[config.mk]
export PLATFORM = sky130hd
export DESIGN_NAME = pipeline_hazard_ctrl_flat
export DESIGN_NICKNAME = d
export VERILOG_FILES = /design/src/rtl/pipeline_hazard_ctrl_if.sv /design/src/rtl/pipeline_hazard_ctrl.sv /design/src/flat_wrapper.sv
export SDC_FILE = /design/constraint.sdc
export NUM_CORES = 1
export LEC_CHECK = 0
export CAP_MARGIN = 40
export CORE_AREA = 2 2 39 41
export DETAILED_ROUTE_END_ITERATION = 8
export DIE_AREA = 0 0 41 43
export HOLD_SLACK_MARGIN = 0.08
export PLACE_DENSITY = 0.72
export SKIP_CTS_REPAIR_TIMING = 1
export SLEW_MARGIN = 20
export SYNTH_ARGS = -nofsm -noshare
export SYNTH_HDL_FRONTEND = slang
export SYNTH_SLANG_ARGS = --single-unit
export TNS_END_PERCENT = 30
[constraint.sdc]
create_clock -name clk -period 7.4 [get_ports clk]
set_input_delay 2.22 -clock clk [delete_from_list [all_inputs] [get_ports clk]]
set_output_delay 2.22 -clock clk [all_outputs]
set_load 0.05 [all_outputs]
[src/rtl/pipeline_hazard_ctrl_if.sv]
// Handshake and register-index bundle between the pipeline datapath and the hazard controller.
// The master is the datapath side; the slave is the controller.
interface pipeline_hazard_ctrl_if #(
  parameter int REG_ADDR_W = 5
);
  logic                  imem_resp;
  logic                  dmem_req;
  logic                  dmem_resp;
  logic [REG_ADDR_W-1:0] id_rs1;
  logic [REG_ADDR_W-1:0] id_rs2;
  logic                  id_uses_rs1;
  logic                  id_uses_rs2;
  logic                  ex_mem_read;
  logic [REG_ADDR_W-1:0] ex_rd;
  logic                  ex_br_taken;

  logic imem_read;
  logic load_pc;
  logic load_if_id;
  logic load_id_ex;
  logic load_ex_mem;
  logic load_mem_wb;
  logic flush_if_id;
  logic bubble_id_ex;
  logic stall;

  modport master (
    output imem_resp, dmem_req, dmem_resp, id_rs1, id_rs2, id_uses_rs1, id_uses_rs2,
           ex_mem_read, ex_rd, ex_br_taken,
    input  imem_read, load_pc, load_if_id, load_id_ex, load_ex_mem, load_mem_wb,
           flush_if_id, bubble_id_ex, stall
  );

  modport slave (
    input  imem_resp, dmem_req, dmem_resp, id_rs1, id_rs2, id_uses_rs1, id_uses_rs2,
           ex_mem_read, ex_rd, ex_br_taken,
    output imem_read, load_pc, load_if_id, load_id_ex, load_ex_mem, load_mem_wb,
           flush_if_id, bubble_id_ex, stall
  );
endinterface

[src/rtl/pipeline_hazard_ctrl.sv]
// Pipeline register load/flush/bubble control for a 5-stage pipeline with cache-miss stalls.
// Optional perf counters are enabled by defining PIPE_PERF_EN.
module pipeline_hazard_ctrl #(
  parameter int REG_ADDR_W = 5
`ifdef PIPE_PERF_EN
  , parameter int CNT_W = 32
`endif
) (
  input  logic                   clk,
  input  logic                   reset,
  pipeline_hazard_ctrl_if.slave  hz
`ifdef PIPE_PERF_EN
  , output logic [CNT_W-1:0]     perf_stall_cycles
  , output logic [CNT_W-1:0]     perf_bubbles
  , output logic [CNT_W-1:0]     perf_flushes
`endif
);

  localparam logic [0:0] RUN   = 1'b0;
  localparam logic [0:0] STALL = 1'b1;

  localparam logic [REG_ADDR_W-1:0] REG_X0 = '0;

  logic [0:0] state_q;
  logic       i_done_q;
  logic       d_done_q;

  logic i_ok;
  logic d_ok;
  logic advance;
  logic hazard;
  logic take_br;
  logic take_hz;

  // Done flags are only ever set while stalled, so gating by state is equivalent.
  always_comb begin
    i_ok    = hz.imem_resp | ((state_q == STALL) & i_done_q);
    d_ok    = ~hz.dmem_req | hz.dmem_resp | ((state_q == STALL) & d_done_q);
    advance = i_ok & d_ok;
    hazard  = hz.ex_mem_read & (hz.ex_rd != REG_X0) &
              ((hz.id_uses_rs1 & (hz.id_rs1 == hz.ex_rd)) |
               (hz.id_uses_rs2 & (hz.id_rs2 == hz.ex_rd)));
    take_br = ~reset & advance & hz.ex_br_taken;
    take_hz = ~reset & advance & ~hz.ex_br_taken & hazard;
  end

  always_comb begin
    hz.imem_read    = 1'b0;
    hz.load_pc      = 1'b0;
    hz.load_if_id   = 1'b0;
    hz.load_id_ex   = 1'b0;
    hz.load_ex_mem  = 1'b0;
    hz.load_mem_wb  = 1'b0;
    hz.flush_if_id  = 1'b0;
    hz.bubble_id_ex = 1'b0;
    hz.stall        = 1'b0;
    if (!reset) begin
      hz.imem_read = ~i_done_q;
      hz.stall     = ~advance;
      if (advance) begin
        hz.load_id_ex  = 1'b1;
        hz.load_ex_mem = 1'b1;
        hz.load_mem_wb = 1'b1;
        // A taken branch kills the ID instruction, so it beats the load-use bubble.
        if (take_br) begin
          hz.load_pc      = 1'b1;
          hz.load_if_id   = 1'b1;
          hz.flush_if_id  = 1'b1;
          hz.bubble_id_ex = 1'b1;
        end else if (take_hz) begin
          hz.bubble_id_ex = 1'b1;
        end else begin
          hz.load_pc    = 1'b1;
          hz.load_if_id = 1'b1;
        end
      end
    end
  end

  always_ff @(posedge clk) begin
    if (reset) begin
      state_q  <= RUN;
      i_done_q <= 1'b0;
      d_done_q <= 1'b0;
    end else if (advance) begin
      state_q  <= RUN;
      i_done_q <= 1'b0;
      d_done_q <= 1'b0;
    end else begin
      state_q  <= STALL;
      i_done_q <= i_done_q | hz.imem_resp;
      d_done_q <= d_done_q | (hz.dmem_req & hz.dmem_resp);
    end
  end

`ifdef PIPE_PERF_EN
  always_ff @(posedge clk) begin
    if (reset) begin
      perf_stall_cycles <= '0;
      perf_bubbles      <= '0;
      perf_flushes      <= '0;
    end else begin
      if (hz.stall) perf_stall_cycles <= perf_stall_cycles + 1'b1;
      if (take_hz)  perf_bubbles      <= perf_bubbles + 1'b1;
      if (take_br)  perf_flushes      <= perf_flushes + 1'b1;
    end
  end
`endif

endmodule

[src/flat_wrapper.sv]
// flat-port wrapper written by rule: the top's interface ports become plain ports
module pipeline_hazard_ctrl_flat 
#(
  parameter int REG_ADDR_W = 5

)
  (clk, reset, hz_imem_resp, hz_dmem_req, hz_dmem_resp, hz_id_rs1, hz_id_rs2, hz_id_uses_rs1, hz_id_uses_rs2, hz_ex_mem_read, hz_ex_rd, hz_ex_br_taken, hz_imem_read, hz_load_pc, hz_load_if_id, hz_load_id_ex, hz_load_ex_mem, hz_load_mem_wb, hz_flush_if_id, hz_bubble_id_ex, hz_stall);
  pipeline_hazard_ctrl_if #(.REG_ADDR_W(REG_ADDR_W)) hz_i ();
  input  logic clk;
  input  logic reset;
  input wire logic [$bits(hz_i.imem_resp)-1:0] hz_imem_resp;
  input wire logic [$bits(hz_i.dmem_req)-1:0] hz_dmem_req;
  input wire logic [$bits(hz_i.dmem_resp)-1:0] hz_dmem_resp;
  input wire logic [$bits(hz_i.id_rs1)-1:0] hz_id_rs1;
  input wire logic [$bits(hz_i.id_rs2)-1:0] hz_id_rs2;
  input wire logic [$bits(hz_i.id_uses_rs1)-1:0] hz_id_uses_rs1;
  input wire logic [$bits(hz_i.id_uses_rs2)-1:0] hz_id_uses_rs2;
  input wire logic [$bits(hz_i.ex_mem_read)-1:0] hz_ex_mem_read;
  input wire logic [$bits(hz_i.ex_rd)-1:0] hz_ex_rd;
  input wire logic [$bits(hz_i.ex_br_taken)-1:0] hz_ex_br_taken;
  output wire logic [$bits(hz_i.imem_read)-1:0] hz_imem_read;
  output wire logic [$bits(hz_i.load_pc)-1:0] hz_load_pc;
  output wire logic [$bits(hz_i.load_if_id)-1:0] hz_load_if_id;
  output wire logic [$bits(hz_i.load_id_ex)-1:0] hz_load_id_ex;
  output wire logic [$bits(hz_i.load_ex_mem)-1:0] hz_load_ex_mem;
  output wire logic [$bits(hz_i.load_mem_wb)-1:0] hz_load_mem_wb;
  output wire logic [$bits(hz_i.flush_if_id)-1:0] hz_flush_if_id;
  output wire logic [$bits(hz_i.bubble_id_ex)-1:0] hz_bubble_id_ex;
  output wire logic [$bits(hz_i.stall)-1:0] hz_stall;
  assign hz_i.imem_resp = hz_imem_resp;
  assign hz_i.dmem_req = hz_dmem_req;
  assign hz_i.dmem_resp = hz_dmem_resp;
  assign hz_i.id_rs1 = hz_id_rs1;
  assign hz_i.id_rs2 = hz_id_rs2;
  assign hz_i.id_uses_rs1 = hz_id_uses_rs1;
  assign hz_i.id_uses_rs2 = hz_id_uses_rs2;
  assign hz_i.ex_mem_read = hz_ex_mem_read;
  assign hz_i.ex_rd = hz_ex_rd;
  assign hz_i.ex_br_taken = hz_ex_br_taken;
  assign hz_imem_read = hz_i.imem_read;
  assign hz_load_pc = hz_i.load_pc;
  assign hz_load_if_id = hz_i.load_if_id;
  assign hz_load_id_ex = hz_i.load_id_ex;
  assign hz_load_ex_mem = hz_i.load_ex_mem;
  assign hz_load_mem_wb = hz_i.load_mem_wb;
  assign hz_flush_if_id = hz_i.flush_if_id;
  assign hz_bubble_id_ex = hz_i.bubble_id_ex;
  assign hz_stall = hz_i.stall;
  pipeline_hazard_ctrl #(.REG_ADDR_W(REG_ADDR_W)) u_core (.clk(clk), .reset(reset), .hz(hz_i));
endmodule
==> results.cfg <==
[die]
chipHeight_um = 43
initial_utilization_pct = 23.2
die_w_um = 41
total_die_area_sq_mm = 0.00176
core_area_sq_mm = 0.00138
placement_rows = 14
ios = 33

[routing]
detail_route.drc_violations = 0
max_used_layer = met3
routed-wl-met3_um = 61
post_drt_wl_per_cell_um = 10.5
wire_length_the_detailed_router_placed_on_met1_um = 385
route.vias.total = 396
drt_first_pass_iters = 3
dr_vias_cell = 4.35
drt_iter0_drc = 6
postRouteAntennaNets = 0
postRouteWirelength_um = 952
routed_wire_length_on_met2_um = 505

[synth]
yosysWarningCount = 0
post_synth_num_cell_types = 22
syn_avg_cell_area_sq_um = 7.66
synth_nets = 66
synth_top_area_share_pct = 21.8
synthesized_cell_area_sq_um = 322
post_synth_main_area_contributors = sky130_fd_sc_hd__xor2_1, sky130_fd_sc_hd__dfxtp_1, sky130_fd_sc_hd__buf_4
post_synthesis_sequential_area_ratio_pct = 18.7
synth.largest_area_cell = sky130_fd_sc_hd__xor2_1
synthesis.instances = 42
synth-seq-cells = 3

[place]
post-dp-hpwl_um = 841
post_dp_cell_area_sq_um = 639
place_ws_ns = 0.737
io_buffer_count = 32
place.gp.congestion = 0.671

[clock_tree]
cts.htree.levels = 1
numCtsBuffers = 3
worst_skew_pair_later_pin_latency_ns = 0.23
cts.reportedPaths.clkPinSlew_ns = 0.03
tritoncts = yes
cts.path.max_buffers = 2
clockRootBuffer = sky130_fd_sc_hd__clkbuf_4
numClockSinks = 3

[timing]
slew_headroom_pct = 66.6
worst_hold_slack_ns = 0.518
final_critical_path_setup_slack_ns = 0.758
grt_setup_unrepaired = false
maxClockFrequency_mhz = 151
worst-slew-pin-transition_ns = 0.499
finalWorstPathRequiredPeriod_ns = 6.64
timing.setup.tns_ns = 0
final_setup_skew_ns = 0.00112
timing_hold_violations_final = 0
final-max-slew-violation-count = 0
setup_viol = 0
min_period_over_period_pct = 89.8

[setup_path]
startpoint = hz_ex_rd[3]
worst-endpoint-required_ns = 5.18
crit_top_cell = sky130_fd_sc_hd__clkdlybuf4s50_1
criticalPathCategory = input pin to output pin
crit_path_end_kind = output pin
timing.critical_path.depth = 6
critical_path_cell_sequence = clkdlybuf4s50_1, xor2_1, nor4_1, a32oi_1, o31ai_1, clkdlybuf4s50_1
endpoint_of_the_worst_register_to_register_path = u_core.d_done_q$_SDFF_PN0_
worstSetupStartpointType = input pin
critPathMaxStageDelay_ns = 0.86
crit_end = hz_bubble_id_ex
crit_path_max_fo = 3
crit_buf_inv = 2
register_to_register_path_depth = 3
reg_to_reg_slack_setup_ns = 6.34
timing.critical_path.arrival_ns = 4.42
rr_startpoint = u_core.i_done_q$_SDFF_PN0_
critical_path.top_delay_family = buffers and inverters
cp_slowest_cell = sky130_fd_sc_hd__clkdlybuf4s50_1

[final_layout]
antenna-diode-count = 0
areaGrowthSynthToFinish_pct = 107
numnets_final = 100
layout.cell_area.non_filler_sq_um = 666
layout-drive-gt1-share_pct = 5.33

[global_routing]
grt_max_degree = 6
antenna_found_initial = 0
gr-total-overflow = 0
gr_usage_total_pct = 11.8
vias_in_the_first_global_route = 362
grt_first_pass_wirelength_um = 1450

[run_status]
outcome = complete, no violations

[power]
vdd_ir_drop_max_mv = 0.0857
power.static_leakage_nw = 0.274
power.density_cell_area_mw_per_mm2 = 136

[worst_hold_path]
timing.hold.worst.class = register to register
min_delay_path_depth = 2

[flow_run]
cap_viol_max_count = 0
-- worst reg2reg max path, stage by stage (launching register included) --
cell                      delay, ns
sky130_fd_sc_hd__dfxtp_1       0.37
sky130_fd_sc_hd__o22ai_1       0.09
sky130_fd_sc_hd__o21ai_0       0.37
sky130_fd_sc_hd__nor2_1        0.10
-- placed cells by master (no fill, tap or decap), drive strengths merged, types with 2 or more instances in the layout --
cell type      instances
clkbuf                 4
nor2                   4
inv                    5
o21ai                  2
xor2                   8
dfxtp                  3
clkdlybuf4s50         32
nor4                   2
xnor2                  2
a21oi                  2
-- cell type report --
cell class | count | area (sq um)
Clock buffer | 4 | 26.3
Fill cell | 146 | 718
Inverter | 5 | 18.8
Multi-Input combinational cell | 31 | 220
Sequential cell | 3 | 60.1
Tap cell | 16 | 20.0
Timing Repair Buffer | 32 | 320
-- where the power goes --
part	switching [mW]	internal, mW	total [mW]
registers	0.00103	0.0176	0.0187
clock network	0.00763	0.0202	0.0278
logic	0.0224	0.0218	0.0441
total	0.0310	0.0596	0.0906
-- Yosys cell counts --
cell / count
sky130_fd_sc_hd__a32oi_1: 1
sky130_fd_sc_hd__nand3_1: 1
sky130_fd_sc_hd__nor2_1: 4
sky130_fd_sc_hd__xnor2_1: 2
sky130_fd_sc_hd__o22ai_1: 1
sky130_fd_sc_hd__xor2_1: 8
sky130_fd_sc_hd__nand4_1: 1
sky130_fd_sc_hd__o31ai_1: 1
sky130_fd_sc_hd__buf_4: 3
sky130_fd_sc_hd__o21ai_0: 1
sky130_fd_sc_hd__nor4_2: 1
sky130_fd_sc_hd__nor4_1: 1
sky130_fd_sc_hd__o22a_1: 1
sky130_fd_sc_hd__and2_0: 1
sky130_fd_sc_hd__o21ai_1: 1
sky130_fd_sc_hd__a21oi_1: 2
sky130_fd_sc_hd__a21o_1: 1
sky130_fd_sc_hd__dfxtp_1: 3
sky130_fd_sc_hd__or4_1: 1
sky130_fd_sc_hd__nand2b_1: 1
sky130_fd_sc_hd__o31a_1: 1
sky130_fd_sc_hd__inv_1: 5
-- routing by layer --
| layer | vias to the layer above | global-route usage [%] |
|---|---|---|
| li1 | 210 | - |
| met1 | 175 | 13.7 |
| met2 | 11 | 19.7 |
| met3 | 0 | 3.14 |
| met4 | 0 | 4.00 |
| met5 | - | 0 |
-- kinds of logic after synthesis --
group,share of synthesized area (%)
flops,18.7
xor+xnor,27.2
simple gates,20.2
compound gates,21.0
buf+inv,12.8
-- how the worst min path moves through the flow --
stage / endpoint / slack [ns] / startpoint
after CTS: u_core.i_done_q$_SDFF_PN0_ / 0.52 / u_core.i_done_q$_SDFF_PN0_
after global placement: u_core.d_done_q$_SDFF_PN0_ / 0.49 / u_core.d_done_q$_SDFF_PN0_
final: u_core.i_done_q$_SDFF_PN0_ / 0.52 / u_core.i_done_q$_SDFF_PN0_
after detailed placement: u_core.i_done_q$_SDFF_PN0_ / 0.51 / u_core.i_done_q$_SDFF_PN0_
after floorplan: u_core.d_done_q$_SDFF_PN0_ / 0.46 / u_core.d_done_q$_SDFF_PN0_
after global routing: u_core.i_done_q$_SDFF_PN0_ / 0.55 / u_core.i_done_q$_SDFF_PN0_
-- state kept, by name, indices dropped and copies added, names as in the netlist --
name	count
u_core.i_done_q	1
u_core.state_q	1
u_core.d_done_q	1
-- through the flow --
step	instances	util [%]	total power, mW
finish	91	48.1	0.0906
global route	91	48.1	0.0973
CTS	91	48.1	0.0922
detailed placement	87	46.2	0.0631
global placement	87	46.2	0.0627
floorplan	42	-	0.0428
Note: power is estimated with default switching activity, not from simulation.
